**src/rtl/video_timing_gen_pkg.sv**
```systemverilog
// 720x480 timing constants and the types shared by the video timing generator,
// its sync counters and the downstream video interface.
package VIDEO;

  localparam int unsigned COUNT_W = 10;

  localparam int unsigned H_ACTIVE_720 = 720;
  localparam int unsigned H_FP_720     = 16;
  localparam int unsigned H_SYNC_720   = 62;
  localparam int unsigned H_BP_720     = 60;
  localparam int unsigned H_TOTAL_720  = H_ACTIVE_720 + H_FP_720 + H_SYNC_720 + H_BP_720;

  localparam int unsigned V_ACTIVE_480 = 480;
  localparam int unsigned V_FP_480     = 9;
  localparam int unsigned V_SYNC_480   = 6;
  localparam int unsigned V_BP_480     = 30;
  localparam int unsigned V_TOTAL_480  = V_ACTIVE_480 + V_FP_480 + V_SYNC_480 + V_BP_480;

  typedef enum logic [1:0] {
    RESOLUTION_640_480   = 2'd0,
    RESOLUTION_720_480   = 2'd1,
    RESOLUTION_1280_720  = 2'd2,
    RESOLUTION_1920_1080 = 2'd3
  } resolution_e;

  typedef enum logic [1:0] {
    REGION_ACTIVE,
    REGION_FP,
    REGION_SYNC,
    REGION_BP
  } region_e;

  // Attributes of a pixel captured on its strobe, consumed one pixel later.
  typedef struct packed {
    logic active;
    logic hsync;
    logic vsync;
  } pix_tag_t;

  typedef struct packed {
    logic [7:0] r;
    logic [7:0] g;
    logic [7:0] b;
    logic       hs_n;
    logic       vs_n;
  } video_out_t;

  localparam video_out_t VIDEO_OUT_IDLE = '{r: 8'h00, g: 8'h00, b: 8'h00, hs_n: 1'b1, vs_n: 1'b1};

  function automatic region_e region_of(input logic [COUNT_W-1:0] count,
                                        input int unsigned active,
                                        input int unsigned fp,
                                        input int unsigned sync);
    int unsigned c;
    c = 32'(count);
    if (c < active) return REGION_ACTIVE;
    if (c < active + fp) return REGION_FP;
    if (c < active + fp + sync) return REGION_SYNC;
    return REGION_BP;
  endfunction

endpackage

```
**src/rtl/video_timing_gen_if.sv**
```systemverilog
// Downstream parallel video bus: resolution code, colour, active-low syncs, pixel clock.
interface VIDEO_IF;

  VIDEO::resolution_e RESOLUTION;
  logic [7:0]         R;
  logic [7:0]         G;
  logic [7:0]         B;
  logic               HS_n;
  logic               VS_n;
  logic               DCLK;

  modport OUT (output RESOLUTION, R, G, B, HS_n, VS_n, DCLK);
  modport IN  (input  RESOLUTION, R, G, B, HS_n, VS_n, DCLK);

endinterface

```
**src/rtl/video_timing_gen_sync_counter.sv**
```systemverilog
// Generic wrapping line/pixel counter with active/porch/sync region decode;
// used once for horizontal and once for vertical timing.
module video_sync_counter
  import VIDEO::*;
#(
  parameter int unsigned ACTIVE = H_ACTIVE_720,
  parameter int unsigned FP     = H_FP_720,
  parameter int unsigned SYNC   = H_SYNC_720,
  parameter int unsigned BP     = H_BP_720
) (
  input  logic               clk,
  input  logic               rst,
  input  logic               clr_i,
  input  logic               adv_i,
  output logic [COUNT_W-1:0] count_o,
  output logic               carry_o,
  output logic               active_o,
  output logic               sync_o
);

  localparam int unsigned        TOTAL = ACTIVE + FP + SYNC + BP;
  localparam logic [COUNT_W-1:0] LAST  = COUNT_W'(TOTAL - 1);

  logic [COUNT_W-1:0] count_q, count_d;
  region_e            region;

  // NOTE: every variable gets its default before any branch so no path leaves it unassigned (no latch).
  always_comb begin
    count_d = count_q;
    if (clr_i) begin
      count_d = '0;
    end else if (adv_i) begin
      count_d = (count_q == LAST) ? '0 : count_q + COUNT_W'(1);
    end
  end

  // NOTE: sequential state uses non-blocking assignments so all registers update from pre-edge values.
  always_ff @(posedge clk or posedge rst) begin
    if (rst) begin
      count_q <= '0;
    end else begin
      count_q <= count_d;
    end
  end

  assign region   = region_of(count_q, ACTIVE, FP, SYNC);
  assign count_o  = count_q;
  assign carry_o  = adv_i && (count_q == LAST);
  assign active_o = (region == REGION_ACTIVE);
  assign sync_o   = (region == REGION_SYNC);

endmodule

```
**src/rtl/video_timing_gen.sv**
```systemverilog
// Pixel-rate timing generator: divides CLK into pixel strobes, scans X/Y, requests
// upstream colour and drives the video bus with a one-pixel output pipeline.
module video_timing_gen
  import VIDEO::*;
#(
  parameter int unsigned CLK_DIV  = 4,
  parameter int unsigned H_ACTIVE = H_ACTIVE_720,
  parameter int unsigned H_FP     = H_FP_720,
  parameter int unsigned H_SYNC   = H_SYNC_720,
  parameter int unsigned H_BP     = H_BP_720,
  parameter int unsigned V_ACTIVE = V_ACTIVE_480,
  parameter int unsigned V_FP     = V_FP_480,
  parameter int unsigned V_SYNC   = V_SYNC_480,
  parameter int unsigned V_BP     = V_BP_480
) (
  input  logic               CLK,
  input  logic               RESET,
  input  logic               ENABLE,
  output logic               PIX_STB,
  output logic               PIX_REQ,
  output logic [COUNT_W-1:0] PIX_X,
  output logic [COUNT_W-1:0] PIX_Y,
  input  logic [7:0]         PIX_R,
  input  logic [7:0]         PIX_G,
  input  logic [7:0]         PIX_B,
  output logic               FRAME_START,
  VIDEO_IF.OUT               video
);

  localparam int unsigned      DIV_W    = (CLK_DIV > 2) ? $clog2(CLK_DIV) : 1;
  localparam logic [DIV_W-1:0] DIV_LAST = DIV_W'(CLK_DIV - 1);
  localparam logic [DIV_W-1:0] DIV_HALF = DIV_W'(CLK_DIV / 2);

  logic [DIV_W-1:0] div_q, div_d;
  logic             dclk_q, dclk_d;
  logic             frame_q, frame_d;
  pix_tag_t         tag_q, tag_d;
  video_out_t       out_q, out_d;

  logic             stb;
  logic [COUNT_W-1:0] h_count, v_count;
  logic             h_carry, v_carry;
  logic             h_active, v_active;
  logic             h_sync, v_sync;

  assign stb = ENABLE && (div_q == DIV_LAST);

  video_sync_counter #(
    .ACTIVE (H_ACTIVE),
    .FP     (H_FP),
    .SYNC   (H_SYNC),
    .BP     (H_BP)
  ) u_h_counter (
    .clk      (CLK),
    .rst      (RESET),
    .clr_i    (!ENABLE),
    .adv_i    (stb),
    .count_o  (h_count),
    .carry_o  (h_carry),
    .active_o (h_active),
    .sync_o   (h_sync)
  );

  video_sync_counter #(
    .ACTIVE (V_ACTIVE),
    .FP     (V_FP),
    .SYNC   (V_SYNC),
    .BP     (V_BP)
  ) u_v_counter (
    .clk      (CLK),
    .rst      (RESET),
    .clr_i    (!ENABLE),
    .adv_i    (h_carry),
    .count_o  (v_count),
    .carry_o  (v_carry),
    .active_o (v_active),
    .sync_o   (v_sync)
  );

  // frame_q marks that the next strobe is X=0,Y=0: after reset/disable or a full-frame wrap.
  always_comb begin
    div_d   = div_q;
    frame_d = frame_q;
    tag_d   = tag_q;
    out_d   = out_q;
    if (!ENABLE) begin
      div_d   = '0;
      frame_d = 1'b1;
      tag_d   = '0;
      out_d   = VIDEO_OUT_IDLE;
    end else begin
      div_d = stb ? '0 : div_q + DIV_W'(1);
      if (stb) begin
        out_d.r    = tag_q.active ? PIX_R : 8'h00;
        out_d.g    = tag_q.active ? PIX_G : 8'h00;
        out_d.b    = tag_q.active ? PIX_B : 8'h00;
        out_d.hs_n = ~tag_q.hsync;
        out_d.vs_n = ~tag_q.vsync;
        tag_d      = '{active: h_active & v_active, hsync: h_sync, vsync: v_sync};
        frame_d    = v_carry;
      end
    end
    // Registered from the next divider value so DCLK phase matches div_q exactly.
    dclk_d = ENABLE && (div_d < DIV_HALF);
  end

  always_ff @(posedge CLK or posedge RESET) begin
    if (RESET) begin
      div_q   <= '0;
      dclk_q  <= 1'b0;
      frame_q <= 1'b1;
      tag_q   <= '0;
      out_q   <= VIDEO_OUT_IDLE;
    end else begin
      div_q   <= div_d;
      dclk_q  <= dclk_d;
      frame_q <= frame_d;
      tag_q   <= tag_d;
      out_q   <= out_d;
    end
  end

  assign PIX_STB     = stb;
  assign PIX_REQ     = stb && h_active && v_active;
  assign PIX_X       = h_count;
  assign PIX_Y       = v_count;
  assign FRAME_START = stb && frame_q;

  assign video.RESOLUTION = RESOLUTION_720_480;
  assign video.R          = out_q.r;
  assign video.G          = out_q.g;
  assign video.B          = out_q.b;
  assign video.HS_n       = out_q.hs_n;
  assign video.VS_n       = out_q.vs_n;
  assign video.DCLK       = dclk_q;

endmodule

```
**src/flat_wrapper.sv**
```systemverilog
// flat-port wrapper written by rule: the top's interface ports become plain ports
module video_timing_gen_flat import VIDEO::*;
#(
  parameter int unsigned CLK_DIV  = 4,
  parameter int unsigned H_ACTIVE = H_ACTIVE_720,
  parameter int unsigned H_FP     = H_FP_720,
  parameter int unsigned H_SYNC   = H_SYNC_720,
  parameter int unsigned H_BP     = H_BP_720,
  parameter int unsigned V_ACTIVE = V_ACTIVE_480,
  parameter int unsigned V_FP     = V_FP_480,
  parameter int unsigned V_SYNC   = V_SYNC_480,
  parameter int unsigned V_BP     = V_BP_480
)
  (CLK, RESET, ENABLE, PIX_STB, PIX_REQ, PIX_X, PIX_Y, PIX_R, PIX_G, PIX_B, FRAME_START, video_RESOLUTION, video_R, video_G, video_B, video_HS_n, video_VS_n, video_DCLK);
  VIDEO_IF video_i ();
  input  logic CLK;
  input  logic RESET;
  input  logic ENABLE;
  output logic PIX_STB;
  output logic PIX_REQ;
  output logic [COUNT_W-1:0] PIX_X;
  output logic [COUNT_W-1:0] PIX_Y;
  input  logic [7:0] PIX_R;
  input  logic [7:0] PIX_G;
  input  logic [7:0] PIX_B;
  output logic FRAME_START;
  output wire logic [$bits(video_i.RESOLUTION)-1:0] video_RESOLUTION;
  output wire logic [$bits(video_i.R)-1:0] video_R;
  output wire logic [$bits(video_i.G)-1:0] video_G;
  output wire logic [$bits(video_i.B)-1:0] video_B;
  output wire logic [$bits(video_i.HS_n)-1:0] video_HS_n;
  output wire logic [$bits(video_i.VS_n)-1:0] video_VS_n;
  output wire logic [$bits(video_i.DCLK)-1:0] video_DCLK;
  assign video_RESOLUTION = video_i.RESOLUTION;
  assign video_R = video_i.R;
  assign video_G = video_i.G;
  assign video_B = video_i.B;
  assign video_HS_n = video_i.HS_n;
  assign video_VS_n = video_i.VS_n;
  assign video_DCLK = video_i.DCLK;
  video_timing_gen #(.CLK_DIV(CLK_DIV), .H_ACTIVE(H_ACTIVE), .H_FP(H_FP), .H_SYNC(H_SYNC), .H_BP(H_BP), .V_ACTIVE(V_ACTIVE), .V_FP(V_FP), .V_SYNC(V_SYNC), .V_BP(V_BP)) u_core (.CLK(CLK), .RESET(RESET), .ENABLE(ENABLE), .PIX_STB(PIX_STB), .PIX_REQ(PIX_REQ), .PIX_X(PIX_X), .PIX_Y(PIX_Y), .PIX_R(PIX_R), .PIX_G(PIX_G), .PIX_B(PIX_B), .FRAME_START(FRAME_START), .video(video_i));
endmodule
```
**config.mk**
```make
export PLATFORM = sky130hd
export DESIGN_NAME = video_timing_gen_flat
export DESIGN_NICKNAME = d
export VERILOG_FILES = /design/src/rtl/video_timing_gen_pkg.sv /design/src/rtl/video_timing_gen_if.sv /design/src/rtl/video_timing_gen_sync_counter.sv /design/src/rtl/video_timing_gen.sv /design/src/flat_wrapper.sv
export SDC_FILE = /design/constraint.sdc
export NUM_CORES = 1
export LEC_CHECK = 0
export ABC_AREA = 1
export ABC_CLOCK_PERIOD_IN_PS = 2300
export CAP_MARGIN = 10
export CELL_PAD_IN_SITES_DETAIL_PLACEMENT = 1
export CELL_PAD_IN_SITES_GLOBAL_PLACEMENT = 1
export CORE_UTILIZATION = 46
export DETAILED_ROUTE_END_ITERATION = 7
export DONT_BUFFER_PORTS = 1
export GPL_TIMING_DRIVEN = 0
export PLACE_DENSITY = 0.88
export SLEW_MARGIN = 20
export SYNTH_ARGS = -nofsm -noshare
export SYNTH_HDL_FRONTEND = slang
export SYNTH_SLANG_ARGS = --single-unit
```
**constraint.sdc**
```tcl
create_clock -name CLK -period 2.3 [get_ports CLK]
set_input_delay 0.46 -clock CLK [delete_from_list [all_inputs] [get_ports CLK]]
set_output_delay 0.46 -clock CLK [all_outputs]
set_load 0.1 [all_outputs]
```
==> results of run 1 <==
==> logic make-up after synthesis <==
kind of cell | count (synthesis) | synth area share
AOI/OAI and AO/OA | 51 | 0.156
DFF | 53 | 0.520
buffers and inverters | 45 | 0.0773
other | 2 | 0.00294
and+or+nand+nor | 99 | 0.185
adders and majority gates | 5 | 0.0244
xor gates and xnor gates | 10 | 0.0342
==> sequential cells by signal, indices dropped and copies added, names as in the netlist <==
| name | count |
|---|---|
| u_core.u_h_counter.count_o | 10 |
| u_core.u_v_counter.count_o | 10 |
| u_core.video.B | 8 |
| u_core.video.G | 8 |
| u_core.video.R | 8 |
| u_core.tag_q | 3 |
| u_core.div_q | 2 |
| u_core.frame_q | 1 |
| u_core.video.DCLK | 1 |
| u_core.video.HS_n | 1 |
| u_core.video.VS_n | 1 |
==> metrics by stage <==
step	area (µm²)	setup slack (ps)	hold slack (ps)	util
2_1_floorplan	2560	-77.8	383	-
3_3_place_gp	2650	-302	393	0.506
3_5_place_dp	2670	-348	395	0.510
4_1_cts	2870	-125	60.6	0.549
5_1_grt	2920	-156	67.9	0.558
6_report	2920	-106	53.9	0.558
==> routing by layer <==
metal / share of wire / track usage
met5: 0 / 0
met2: 0.48 / 0.389
met4: 0.014 / 0.0692
met1: 0.43 / 0.287
met3: 0.074 / 0.0778
==> cell usage in the layout, fill, tap and decap left out, drive strengths merged, types with 5 or more instances in the layout <==
cell,n
dfrtp,50
nand2,44
inv,30
nor2,29
a32o,24
buf,16
nand3,15
o21ai,14
clkbuf,9
o22ai,8
xor2,7
nor3,7
ha,5
==> critical path: stages (launching register included) <==
cell and delay, ps:
dfrtp_4 680, nand2_4 100, o31ai_4 230, nor2_1 80, nand2_2 110, clkinvlp_4 440
==> power breakdown <==
group / switching (mW) / leakage [nW] / internal [mW]
combinational: 0.102 / 0.526 / 0.0268
sequential: 0.0512 / 0.699 / 0.944
clock: 0.288 / 0.0552 / 0.323
==> layout make-up <==
cell class              instances  area [µm²]  area share
plain buffers                  13        77.6      0.0266
clock buffers                   6        72.6      0.0249
clock inverters                 2        35.0      0.0120
inverters                      32         131      0.0450
multi-input cells             167        1090       0.372
flip-flops and latches         53        1370       0.470
well taps                      70        87.6      0.0300
repair buffers                  6        57.6      0.0197
==> final timing paths <==
check                                                          start                                         to  slack (ps)  cells after the start
min in group CLK                                            PIX_G[7]              u_core.video.G[7]$_DFFE_PP0P_         330                      1
max                        u_core.u_h_counter.count_o[6]$_DFFE_PP0P_                                    PIX_REQ        -110                      5
max in group asynchronous                                      RESET                 u_core.frame_q$_DFFE_PP1P_        1640                      2
min                                                            RESET              u_core.video.B[3]$_DFFE_PP0P_          50                      1
min reg2reg                              u_core.tag_q[1]$_DFFE_PP0P_              u_core.video.HS_n$_DFFE_PP1P_         420                      1
max reg2reg                u_core.u_v_counter.count_o[4]$_DFFE_PP0P_  u_core.u_v_counter.count_o[9]$_DFFE_PP0P_         130                      7
==> what timing repair did <==
| item | in CTS | in global routing |
|---|---|---|
| hold buffers | 0 | 0 |
| endpoints found under the hold margin | 0 | 0 |
| cloned | 0 | 0 |
| pin swaps | 3 | 3 |
| gates resized for setup | 32 | 8 |
| buffers inserted | 1 | 4 |
| endpoints found under the setup margin | 2 | 10 |
==> metrics, run 1 <==
setup ws final -106 ps; total power 1.74 mW; Clock Skews between 6 and 7 ps; failing checks negative setup slack; via-per-instance ratio slightly below 6; starting density of the core 0.489; Setup TNS -106 ps; MaxCap Viol Count 0; placed cells 336; area of the die 0.00586 mm²; Final Non-Filler Cells 349; WP data arrival 1950 ps; clock buffer count from CTS 5; chip width 76.6 µm; syn_nets 297; WP data required roughly 1800 ps; first-pass iteration count of the detailed router 4; cell taking the most area after synthesis dfrtp_1; Area Overhead vs Synth 14.1%; CTS Buffer Depth 2; Post-synth EDFFs 0; Post-Synthesis Cell Area about 0.0026 mm²; Final Hold Fails 0; Distinct cells, synth 32; FFs w/ async S/R, synth 1.00; Antenna Cells 0; Clock Tree Root clkbuf_8; Setup Viol. Count Final 1; worst slew pin tran 1040 ps; Placement Rows 26; worst skew pair latency 300 ps; fmax about 420 MHz; vias 2016; RD Place Congestion 0.853; Relative slew margins 0.307; WL final 6660 µm; register area share after synthesis 0.520; PD cells 594 mW/mm²; initial antenna violation count 0; post-synthesis register bit count 53; # port buffers 0; WL per Instance 19.1 µm; count leader, synth dfrtp_1; CTS tree built; Worst Hold Class in2async; Syn Inst Count ~270; layout cell share with drive strength beyond 1 0.254; Final min period around 2400 ps; dpl hpwl roughly 4700 µm; gr usage total 0.234; RSZ-0062 raised after global routing true; Worst Setup Start Kind register; LEAKAGE 1.28 nW; final-layout fill cell count 587; Setup Crit Path Kind reg2out; Peak VDD IR approximately 0.24 mV; grt ovf 0; fin. max-slew vios 0; nets a little over 300; Placeable Area roughly 0.0052 mm²; Ys Warns 0; largest net degree at the start of global routing 33; # DRC 0; Die Span Y 76.6 µm; Routed Antenna Nets 0; Final period util 1.05; top post-synthesis cells by count dfrtp_1, nand2_1, inv_1, a32o_1, nor2_1; share of the synthesized area in the top cell type 0.489; leading post-synthesis cells by cell area dfrtp_1, a32o_1, nand2_1; status finished, violations left; first-pass GRT wire length about 11000 µm; number of DRC markers in iteration 0 71; Max FO, Critical Path 7; ys flop type dfrtp_1; syn_area_per_cell 9.66 µm²; clk slew on worst S/H paths roughly 90 ps; num ports 79; # H-tree levels 2; critical path capture point type output pin; Sink Count 53; number of global-route vias before repair between 2000 and 2500
Note: power is estimated with default switching activity, not from simulation.
==> run 2, diff against run 1 <==
--- a/config.mk
+++ b/config.mk
@@ -6,15 +6,17 @@
 export NUM_CORES = 1
 export LEC_CHECK = 0
 export ABC_AREA = 1
-export ABC_CLOCK_PERIOD_IN_PS = 2300
+export ABC_CLOCK_PERIOD_IN_PS = 2000
 export CAP_MARGIN = 10
 export CELL_PAD_IN_SITES_DETAIL_PLACEMENT = 1
 export CELL_PAD_IN_SITES_GLOBAL_PLACEMENT = 1
-export CORE_UTILIZATION = 46
+export CORE_MARGIN = 1
+export CORE_UTILIZATION = 42
+export CTS_BUF_LIST = sky130_fd_sc_hd__clkbuf_4 sky130_fd_sc_hd__clkbuf_8 sky130_fd_sc_hd__clkbuf_16
 export DETAILED_ROUTE_END_ITERATION = 7
 export DONT_BUFFER_PORTS = 1
 export GPL_TIMING_DRIVEN = 0
-export PLACE_DENSITY = 0.88
+export PLACE_DENSITY = 0.85
 export SLEW_MARGIN = 20
 export SYNTH_ARGS = -nofsm -noshare
 export SYNTH_HDL_FRONTEND = slang
==> constraint.sdc (replaced) <==
create_clock -name CLK -period 2 [get_ports CLK]
set_input_delay 0.4 -clock CLK [delete_from_list [all_inputs] [get_ports CLK]]
set_output_delay 0.4 -clock CLK [all_outputs]
set_load 0.1 [all_outputs]
==> metrics, run 2 (synthesized netlist as in run 1, its figures left out) <==
chip width 80.1 µm (was 76.6 µm); Final period util 1.15; total power 2.04 mW (was 1.74 mW); dpl cell area 0.00268 mm² (was 0.00267 mm²); cts hold-fix bufs 0 (unchanged); Max FO, Critical Path 7 (unchanged); layout cell share with drive strength beyond 1 0.273 (was 0.254); WP data required 1600 ps (was 1840 ps); RD Place Congestion 0.796 (was 0.853); Peak VDD IR 0.383 mV (was 0.241 mV); # H-tree levels 2 (unchanged); worst slew pin tran 921 ps (was 1040 ps); clk slew on worst S/H paths 100 ps (was 90 ps); largest net degree at the start of global routing 31 (was 33); LEAKAGE 1.26 nW (was 1.28 nW); Setup Crit Path Kind reg2out (unchanged); first-pass iteration count of the detailed router 6 (was 4); fin. max-slew vios 0 (unchanged); area of the die 0.00641 mm² (was 0.00586 mm²); Setup Viol. Count Final 1 (unchanged); CTS Buffer Depth 2 (unchanged); WL final 6600 µm (was 6660 µm); fmax 436 MHz; status finished, violations left (unchanged); nets 309 (was 310); WL per Instance 18.7 µm (was 19.1 µm); Antenna Cells 0 (unchanged); Area Overhead vs Synth 14.8% (was 14.1%); Switch Pwr 0.535 mW (was 0.441 mW); combinational power share 0.074 (about the same); via-per-instance ratio 5.63 (was 5.78); Final Hold Fails 0 (unchanged); starting density of the core 0.435 (was 0.489); setup ws final -294 ps (was -106 ps); WP data arrival 1890 ps (was 1950 ps); commonest non-fill, non-tap cell in the layout nand2_1 (unchanged); Worst Hold Class in2async (unchanged); number of DRC markers in iteration 0 96 (was 71); Die Span Y 80.1 µm (was 76.6 µm); cell internal pwr 1.51 mW (was 1.29 mW); RSZ-0062 raised after global routing true (unchanged); sequential power share 0.561 (was 0.574); Final min period 2290 ps; Placeable Area 0.00589 mm² (was 0.00524 mm²); critical path capture point type output pin (unchanged); most frequent cells in the layout nand2_1, dfrtp_1, inv_1, a32o_1, nor2_1 (unchanged); first-pass GRT wire length 10400 µm (was 10700 µm); Routed Antenna Nets 0 (unchanged); CTS tree built (unchanged); PD cells 696 mW/mm² (was 594 mW/mm²); Clock Power Share 0.366 (was 0.352); # DRC 2 (was 0); sw frac 0.262 (was 0.254); vias 1987 (was 2016); worst skew pair latency 300 ps (about the same); dpl ws -453 ps (was -348 ps); Clock Tree Root clkbuf_8 (unchanged); Placement Rows 28 (was 26); clock buffer count from CTS 5 (unchanged); dpl hpwl 4560 µm (was 4660 µm); cell area after layout 0.00294 mm² (was 0.00292 mm²); MaxCap Viol Count 0 (unchanged); initial antenna violation count 0 (unchanged); # port buffers 0 (unchanged); Clock Skews 6.25 ps (was 6.48 ps); gr usage total 0.211 (was 0.234); failing checks design-rule violations, negative setup slack (was negative setup slack); Worst Setup Start Kind register (unchanged); Sink Count 53 (unchanged); grt ovf 0 (unchanged); Relative slew margins 0.386 (was 0.307); num ports 79 (unchanged); number of global-route vias before repair 2077 (was 2090)
run 2: cell types whose count changed in the layout (fill, tap and decap cells not counted), sizes merged:
cell | previous run | this run
buf | 16 | 15
run 2: timing repair:
action / in CTS / in global routing
endpoints found under the setup margin: 19 / 8
pin swaps: 1 / 4
setup buffers: 1 / 3
gates resized for setup: 39 / 5
run 2: worst paths after layout:
| path | slack [ps] | from | endpoint | cells past startpoint |
|---|---|---|---|---|
| max reg2reg | 150 | u_core.u_v_counter.count_o[0]$_DFFE_PP0P_ | u_core.u_v_counter.count_o[3]$_DFFE_PP0P_ | 7 |
| min in group CLK | 260 | PIX_G[7] | u_core.video.G[7]$_DFFE_PP0P_ | 1 |
| min reg2reg | 410 | u_core.tag_q[0]$_DFFE_PP0P_ | u_core.video.VS_n$_DFFE_PP1P_ | 1 |
| min | 20 | RESET | u_core.video.G[3]$_DFFE_PP0P_ | 1 |
| max in group asynchronous | 1360 | RESET | u_core.video.HS_n$_DFFE_PP1P_ | 2 |
| max | -290 | u_core.u_h_counter.count_o[4]$_DFFE_PP0P_ | PIX_REQ | 5 |
run 2: layer usage:
metal	vias to the layer above	share of wire	global-route usage
met1	979	0.42	0.262
met3	8	0.085	0.0591
li1	920	-	-
met4	0	0.013	0.0750
met5	-	0	0
met2	80	0.48	0.350
run 2: layout make-up:
class	instances	area, µm²
clock buffers	6	76.3
clock inverters	2	38.8
multi-input cells	167	1080
fillers	670	2950
inverters	32	129
well taps	75	93.8
flip-flops and latches	53	1390
repair buffers	5	50.0
plain buffers	13	80.1
run 2: stage by stage:
stage               cells  TNS, ps  hold slack [ps]   util
floorplan             265     -260              383      -
global placement      340   -13580              395  0.453
detailed placement    341    -1710              361  0.456
CTS                   350     -308             26.1  0.492
global route          353     -390             47.5  0.499
finish                353     -294             20.2  0.499
run 2: critical path, cell delays in order (launching register included):
cell and delay [ps]:
dfrtp_4 670, nor2_4 70, o31ai_2 220, nor2_1 90, nand2_2 110, clkinvlp_4 420
run 2: power groups by stage:
stage	clock network, mW	registers [mW]	logic [mW]
detailed placement	0	1.17	0.148
floorplan	0	1.16	0.113
global placement	0	1.17	0.140
finish	0.747	1.14	0.150
CTS	0.759	1.14	0.151
global route	0.808	1.15	0.166
